==> src/rtl/mux4_rr_arbiter.sv <==
// Round-robin arbiter driving the select lines of a shared 4:1 mux.
// Define MUX_ARB_FIXED_PRIO_EN for fixed priority (0 highest) instead.
module mux4_rr_arbiter #(
  parameter int DATA_W   = 1,
  parameter int HOLD_MAX = 4
) (
  input  logic              clk,
  input  logic              rst_n,
  input  logic [3:0]        req,
  input  logic [3:0]        last,
  input  logic [DATA_W-1:0] d0,
  input  logic [DATA_W-1:0] d1,
  input  logic [DATA_W-1:0] d2,
  input  logic [DATA_W-1:0] d3,
  input  logic              out_ready,
  output logic [DATA_W-1:0] out_data,
  output logic              out_valid,
  output logic              s1,
  output logic              s0,
  output logic [3:0]        gnt,
  output logic              busy
);

  typedef enum logic {
    IDLE,
    GRANT
  } state_t;

  state_t     state, state_n;
  logic [1:0] sel, sel_n;
  logic [3:0] cnt, cnt_n;
  logic [3:0] gnt_n;
  logic [3:0] cnt_inc;
  logic [1:0] win;
  logic       found;
  logic       xfer;
  logic       hit;

  assign s1   = sel[1];
  assign s0   = sel[0];
  assign busy = (state == GRANT);

  assign out_valid = busy & req[sel];
  assign xfer      = out_valid & out_ready;
  assign cnt_inc   = cnt + 4'd1;
  assign hit       = (cnt_inc == 4'(HOLD_MAX));
  assign found     = |req;

  always_comb begin
    out_data = d0;
    unique case (sel)
      2'd0: out_data = d0;
      2'd1: out_data = d1;
      2'd2: out_data = d2;
      2'd3: out_data = d3;
    endcase
  end

`ifdef MUX_ARB_FIXED_PRIO_EN
  always_comb begin
    win = 2'd0;
    for (int i = 3; i >= 0; i--) begin
      if (req[i]) win = 2'(i);
    end
  end
`else
  logic [1:0] ptr, ptr_n;
  logic [1:0] idx;

  // Scan from farthest to nearest so the entry after ptr wins.
  always_comb begin
    win = 2'd0;
    idx = 2'd0;
    for (int k = 4; k >= 1; k--) begin
      idx = ptr + 2'(k);
      if (req[idx]) win = idx;
    end
  end

  always_comb begin
    ptr_n = ptr;
    if (state == IDLE && found) ptr_n = win;
  end

  always_ff @(posedge clk or negedge rst_n) begin
    if (!rst_n) ptr <= 2'd3;
    else        ptr <= ptr_n;
  end
`endif

  always_comb begin
    state_n = state;
    sel_n   = sel;
    cnt_n   = cnt;
    gnt_n   = gnt;
    unique case (state)
      IDLE: begin
        if (found) begin
          state_n = GRANT;
          sel_n   = win;
          cnt_n   = 4'd0;
          gnt_n   = 4'b0001 << win;
        end
      end
      GRANT: begin
        if (!req[sel]) begin
          state_n = IDLE;
          gnt_n   = 4'b0000;
        end else if (xfer) begin
          cnt_n = cnt_inc;
          if (last[sel] || hit) begin
            state_n = IDLE;
            gnt_n   = 4'b0000;
          end
        end
      end
    endcase
  end

  always_ff @(posedge clk or negedge rst_n) begin
    if (!rst_n) begin
      state <= IDLE;
      sel   <= 2'd0;
      cnt   <= 4'd0;
      gnt   <= 4'b0000;
    end else begin
      state <= state_n;
      sel   <= sel_n;
      cnt   <= cnt_n;
      gnt   <= gnt_n;
    end
  end

endmodule

==> config.mk <==
export PLATFORM = sky130hd
export DESIGN_NAME = mux4_rr_arbiter
export DESIGN_NICKNAME = d
export VERILOG_FILES = /design/src/rtl/mux4_rr_arbiter.sv
export SDC_FILE = /design/constraint.sdc
export NUM_CORES = 1
export LEC_CHECK = 0
export CAP_MARGIN = 25
export CORE_MARGIN = 2
export CORE_UTILIZATION = 32
export CTS_CLUSTER_DIAMETER = 100
export DETAILED_ROUTE_END_ITERATION = 16
export SYNTH_ARGS = -nofsm -noshare
export SYNTH_HDL_FRONTEND = slang
export SYNTH_SLANG_ARGS = --single-unit
==> constraint.sdc <==
create_clock -name clk -period 3.4 [get_ports clk]
set_input_delay 0.68 -clock clk [delete_from_list [all_inputs] [get_ports clk]]
set_output_delay 0.68 -clock clk [all_outputs]
set_load 0.05 [all_outputs]
==> metrics.md <==
| Metric | Value |
|---|---|
| Post-synth EDFFs | 0 |
| Mapped Cells | 73 |
| Setup Fix Bufs, Post-CTS | 0 |
| Pre-Repair DR Iteration Count | 2 |
| RSZ-0062 raised after global routing | false |
| Share of layout cells above drive strength 1 | 13.13% |
| TritonCTS clock tree | yes |
| Clock slew at reported path FFs | 0.07 ns |
| Synthesized Nets | 90 |
| Post-synthesis sequential area ratio | between 40 and 50% |
| WL per Instance | around 14 um |
| Clock power share | 9.6% |
| Sw Share | 48.27% |
| Setup TNS | 0 ns |
| Final hold vios | 0 |
| Sw Pwr | 459.7 uW |
| Leakage | 0.0004640 uW |
| Post-cts resize count | 0 |
| CP Class | input port to output pin |
| Netlist Area Pre-Place | 769.5 um^2 |
| Root buf cell | clkbuf_4 |
| I/O pins | 24 |
| Largest net degree at the start of global routing | 14 |
| Sink Count | 13 |
| Hold Crit Depth | 1 |
| Number of diodes | 0 |
| Row cnt | 17 |
| Clock Skew | 0.009701 ns |
| Internal | 492.6 uW |
| Cts bufs inserted | 3 |
| Flop2flop setup slack | 1.58 ns |
| Port bufs | 23 |
| Hold path start | gnt[1] |
| Crit start category | input port |
| Routability cong. | 0.7446 |
| Via count | 650 |
| Hold Path Class | flip-flop to flip-flop |
| Crit end category | output pin |
| Post-CTS Hold Buffers | 0 |
| WP data arrival | 2.28 ns |
| FFs w/ async S/R, synth | 100.0% |
| Core area | between 2000 and 2500 um^2 |
| Hpwl dp | 1.358 mm |
| Initial antenna violation count | 0 |
| Fin crit share | 87.04% |
| Fin. max-slew vios | 0 |
| Post-Route WL | 1.717 mm |
| Relative slew slack | 59.17% |
| Seq pwr share | between 30 and 40% |
| Total track usage | roughly 15% |
| Global route total overflow | 0 |
| Worst r2r path cells | 4 |
| Die area | 2813 um^2 |
| Required time worst endpoint | 2.72 ns |
| # DRC | 0 |
| DIE HEIGHT | ~53 um |
| Chip Width | 53.04 um |
| Worst Tran Pin Value | 0.6068 ns |
| Nets | 117 |
| Initial Util | 34.45% |
| First-pass GRT wire length | roughly 3.0 mm |
| R2R Path Start | sel[0] |
| Vias in the first global route | between 600 and 700 |
| Fmax achieved | 337.9 MHz |
| Tmin final | 2.959 ns |
| Area grow syn2layout | 36.91% |
| Syn avg cell area | 10.54 um^2 |
| Pwr dens | 904.0 nW/um^2 |
| Synthesized flop and latch total | 13 |
| Comb pwr share | 59.3% |
| Setup violators final | 0 |
| Final Power | 952.3 uW |
| Ys flop type | dfrtp_1 |
| Routed vias/inst | 5.118 |
| Synth Warn # | 0 |
| Status | finished clean |
| Post-route ant nets | 0 |
| R2r endpoint | gnt[2] |
| Max-cap viol count | 0 |
| Largest fanout on the critical path | 1 |
| Initial DRC Count | 7 |
| Hold EP | gnt[1] |
| Worst-skew pair later-pin latency | 0.26 ns |
| VDD IR-drop max | 457.7 uV |
| Distinct cells, synth | 33 |
| Clock tree buffer depth | 2 |
| CTS H-Tree Depth | 1 |
cell families after synthesis:
family                     after synthesis  share of synthesized area [%]
and+or+nand+nor                         28                          18.38
DFF                                     13                          42.60
xor gates and xnor gates                 1                          1.138
muxes                                    4                          10.73
buffers and inverters                    4                          2.113
AOI/OAI and AO/OA                       21                          21.79
adders and majority gates                2                          3.252
worst max-delay path by stage:
stage | from | end
floorplan | sel[0] | out_data
global placement | d1 | out_data
detailed placement | d1 | out_data
CTS | d1 | out_data
global route | d1 | out_data
finish | d1 | out_data
synth_stat cells, types with 2 or more instances:
master      n  area (um^2)
a21oi_1     3        15.01
a21o_1      3        22.52
o21a_1      2        15.01
o21ai_0     4        20.02
nand2_1    11        41.29
inv_1       3        11.26
nand3_1     6        30.03
o2bb2ai_1   2        17.52
dfrtp_1    11        275.3
ha_1        2        25.02
nor2_1      2        7.510
mux4_2      2        45.04
dfstp_2     2        52.55
layout make-up:
| cell class | instances | area (um^2) |
|---|---|---|
| multi-input cells | 56 | 425.4 |
| well taps | 28 | 35.03 |
| clock buffers | 4 | 26.28 |
| repair buffers | 23 | 227.7 |
| flip-flops and latches | 13 | 327.8 |
| inverters | 3 | 11.26 |
| fillers | 220 | 1180 |
power groups by stage:
stage	logic, uW	clock network [uW]	registers, uW
final	565	91.5	296
after global routing	608	100	316
after CTS	569	93.0	299
after detailed placement	565	0	300
after global placement	562	0	300
after floorplan	269	0	420
per-layer routing:
metal	track usage, %	wire, um
met3	3.107	120
met5	0	0
met1	20.46	835
met4	3.846	13
met2	23.13	747
worst max-delay path: stages:
cell	delay, ns
clkdlybuf4s50_1	0.39
mux4_1	0.49
clkdlybuf4s50_1	0.71
cell usage in the layout (no fill, tap or decap), types with 3 or more instances in the layout:
master and instances:
a21oi_1 3, nand3_1 6, o21ai_0 4, dfrtp_1 11, inv_1 3, a21o_1 3, clkbuf_4 3, nand2_1 11
clkdlybuf4s50_1 22
state kept, by name, summed over array words and instances, names as in the netlist:
name  cells
cnt       4
gnt       4
ptr       2
busy      1
sel       2
per-stage QoR:
| stage | hold slack [ns] | setup WS [ns] | utilization [%] | instances | area [um^2] |
|---|---|---|---|---|---|
| 5_1_grt | 0.5141 | 0.3898 | 47.17 | 127 | 1054 |
| 3_3_place_gp | 0.4726 | 0.4401 | 45.99 | 123 | 1027 |
| 6_report | 0.4899 | 0.4406 | 47.17 | 127 | 1054 |
| 3_5_place_dp | 0.4684 | 0.4329 | 45.99 | 123 | 1027 |
| 2_1_floorplan | 0.3844 | 1.139 | - | 73 | 769.5 |
| 4_1_cts | 0.4950 | 0.4284 | 47.17 | 127 | 1054 |
Note: power is estimated with default switching activity, not from simulation.
==> variant, RTL diff (same flow settings) <==
The option `MUX_ARB_FIXED_PRIO_EN` is turned on by a define.
--- a/src/rtl/mux4_rr_arbiter.sv
+++ b/src/rtl/mux4_rr_arbiter.sv
@@ -1,5 +1,7 @@
 // Round-robin arbiter driving the select lines of a shared 4:1 mux.
 // Define MUX_ARB_FIXED_PRIO_EN for fixed priority (0 highest) instead.
+`define MUX_ARB_FIXED_PRIO_EN
+
 module mux4_rr_arbiter #(
   parameter int DATA_W   = 1,
   parameter int HOLD_MAX = 4
Function: changed (Yosys sat finds a counterexample within 4 cycles, from zero or initial values and one cycle with rst_n low).
==> variant against the unedited design <==
Register-to-register slack improved by 0.09 ns. Setup slack improved by 0.019 ns. Power decreased by 22%. Final area decreased by 6.3%. Count of clock-buffer cells in the layout unchanged. Utilization increased by 1.7 points. Routed wire length decreased by 6.5%. Sequential cell count decreased by 2. Area after synthesis decreased by 8.6%.
==> variant: results (changes against the unedited design) <==
| Metric | Value |
|---|---|
| Outcome | completed |
| CTS Buf Count | 3 (unchanged) |
| VDD IR max | 0.000371 V (-19%) |
| WL met3 | 88 um (-27%) |
| Met2 wire len | 734 um (-1.7%) |
| WL/cell | 13.3 um (-1.9%) |
| PostCTS Resize Cnt | 0 (unchanged) |
| Hold Violations, Final | 0 (unchanged) |
| Worst Reg-to-Reg Cells | 5 (+1) |
| Initial DRT Pass Iterations | 4 (+2) |
| GRT Total Usage | 14.4% (-0.30 points) |
| Lkg Pwr | 0.460 nW (-0.79%) |
| Syn nets | 85 (-5.6%) |
| DP HPWL | 1280 um (-6.0%) |
| Flop2flop setup slack | 1.67 ns (+0.09 ns) |
| Met1 usage | 19.1% (-1.4 points) |
| Worst hold endpoint | cnt[2] |
| WHS | 0.540 ns (+0.0502 ns) |
| Via Count | 622 (-4.3%) |
| Net Sw Power | 0.359 mW (-22%) |
| Wire length on met1 | 783 um (-6.2%) |
| Synthesized instance count | 68 (-6.8%) |
| Dpl ws | 0.447 ns (+0.0139 ns) |
| Share of layout cells above drive strength 1 | 12.8% (-0.37 points) |
| Met3 usage in global routing | 2.92% (-0.18 points) |
| Worst EP arrival | 2.26 ns (-0.02 ns) |
| Pin count of the biggest net entering global routing | 12 (-2) |
| Worst Max-Slew Pin Slew | 0.510 ns (-0.0967 ns) |
| Uppermost layer routed | met3 |
| CTS clock-pin slew for the worst setup and hold paths | 0.07 ns (about the same) |
| First-pass GRT wire length | 2780 um (-8.8%) |
| CTS Root Cell | clkbuf_4 |
| Largest regs | cnt: 4 flops, gnt: 4 flops, sel: 2 flops |
| Area contributors post-synth | dfrtp_1 39%, mux4_1 7.5%, a21o_1 4.3% |
| HP Start | cnt[2] |
| Clock Skews | 0.00219 ns (-0.00751 ns) |
| Final cell count without fillers | 121 (-4.7%) |
| 1st-iter DRT viols | 11 (+4) |
| Fillcell total | 194 (-12%) |
| Initial antenna violation count | 0 (unchanged) |
| Number of global-route vias before repair | 639 (-6.4%) |
| Post-synth top cells | 11 x dfrtp_1, 8 x nor2_1, 7 x inv_1, 4 x a21o_1 |
| Unique cell type count in the Yosys netlist | 32 (-3.0%) |
| Seq/Total Area, Yosys | 39.1% (-3.5 points) |
| Area post-placement | 961 um^2 (-6.5%) |
| Met2 usage in global routing | 22.4% (-0.76 points) |
| Layout Nets | 112 (-4.3%) |
| RePlAce Congestion | 0.746 (+0.21%) |
## variant: cell count changes after synthesis, sizes merged, moves of 3 or more
cell / delta
nor2: +6
nand2: -8
o21ai: -3
inv: +4
nand3: -5
## variant: worst max-delay path by stage
| stage | start | to | slack (ns) | cells after the start |
|---|---|---|---|---|
| after CTS | req[1] | out_valid | 0.45 | 5 |
| after detailed placement | d1 | out_data | 0.45 | 3 |
| final | d1 | out_data | 0.46 | 3 |
| after global placement | d1 | out_data | 0.45 | 3 |
| after global routing | req[1] | out_valid | 0.36 | 5 |
| after floorplan | sel[0] | out_valid | 0.94 | 3 |
## variant: cell type report
cell class	count	area, um^2	area share (%)
inverter	7	26.3	2.66
tap	27	33.8	3.42
sequential	11	275	27.9
timing repair buffer	23	228	23.1
multi-input combinational	49	398	40.3
clock buffer	4	26.3	2.66
## variant: kinds of logic (layout without fill, tap and decap cells)
family                     count (synthesis)  in the layout  share of synthesized area, %
buffers and inverters                      8             34                          4.27
and+or+nand+nor                           21             21                          15.7
adders and majority gates                  2              2                          3.56
xor gates and xnor gates                   1              1                          1.25
DFF                                       11             11                          39.1
muxes                                      3              3                          10.7
AOI/OAI and AO/OA                         22             22                          25.4
## variant: worst reg2reg max path: stages (launching register included)
cell and delay (ns):
dfrtp_1 0.48, mux4_1 0.66, nand2_1 0.22, inv_1 0.08, o22ai_1 0.11, nor2_1 0.06
## variant: power by group through the flow
stage	logic, mW	registers, mW	clock network, mW
2_1_floorplan	0.213	0.308	0
3_3_place_gp	0.424	0.236	0
3_5_place_dp	0.426	0.236	0
4_1_cts	0.428	0.234	0.0913
5_1_grt	0.449	0.245	0.0978
6_report	0.422	0.234	0.0864
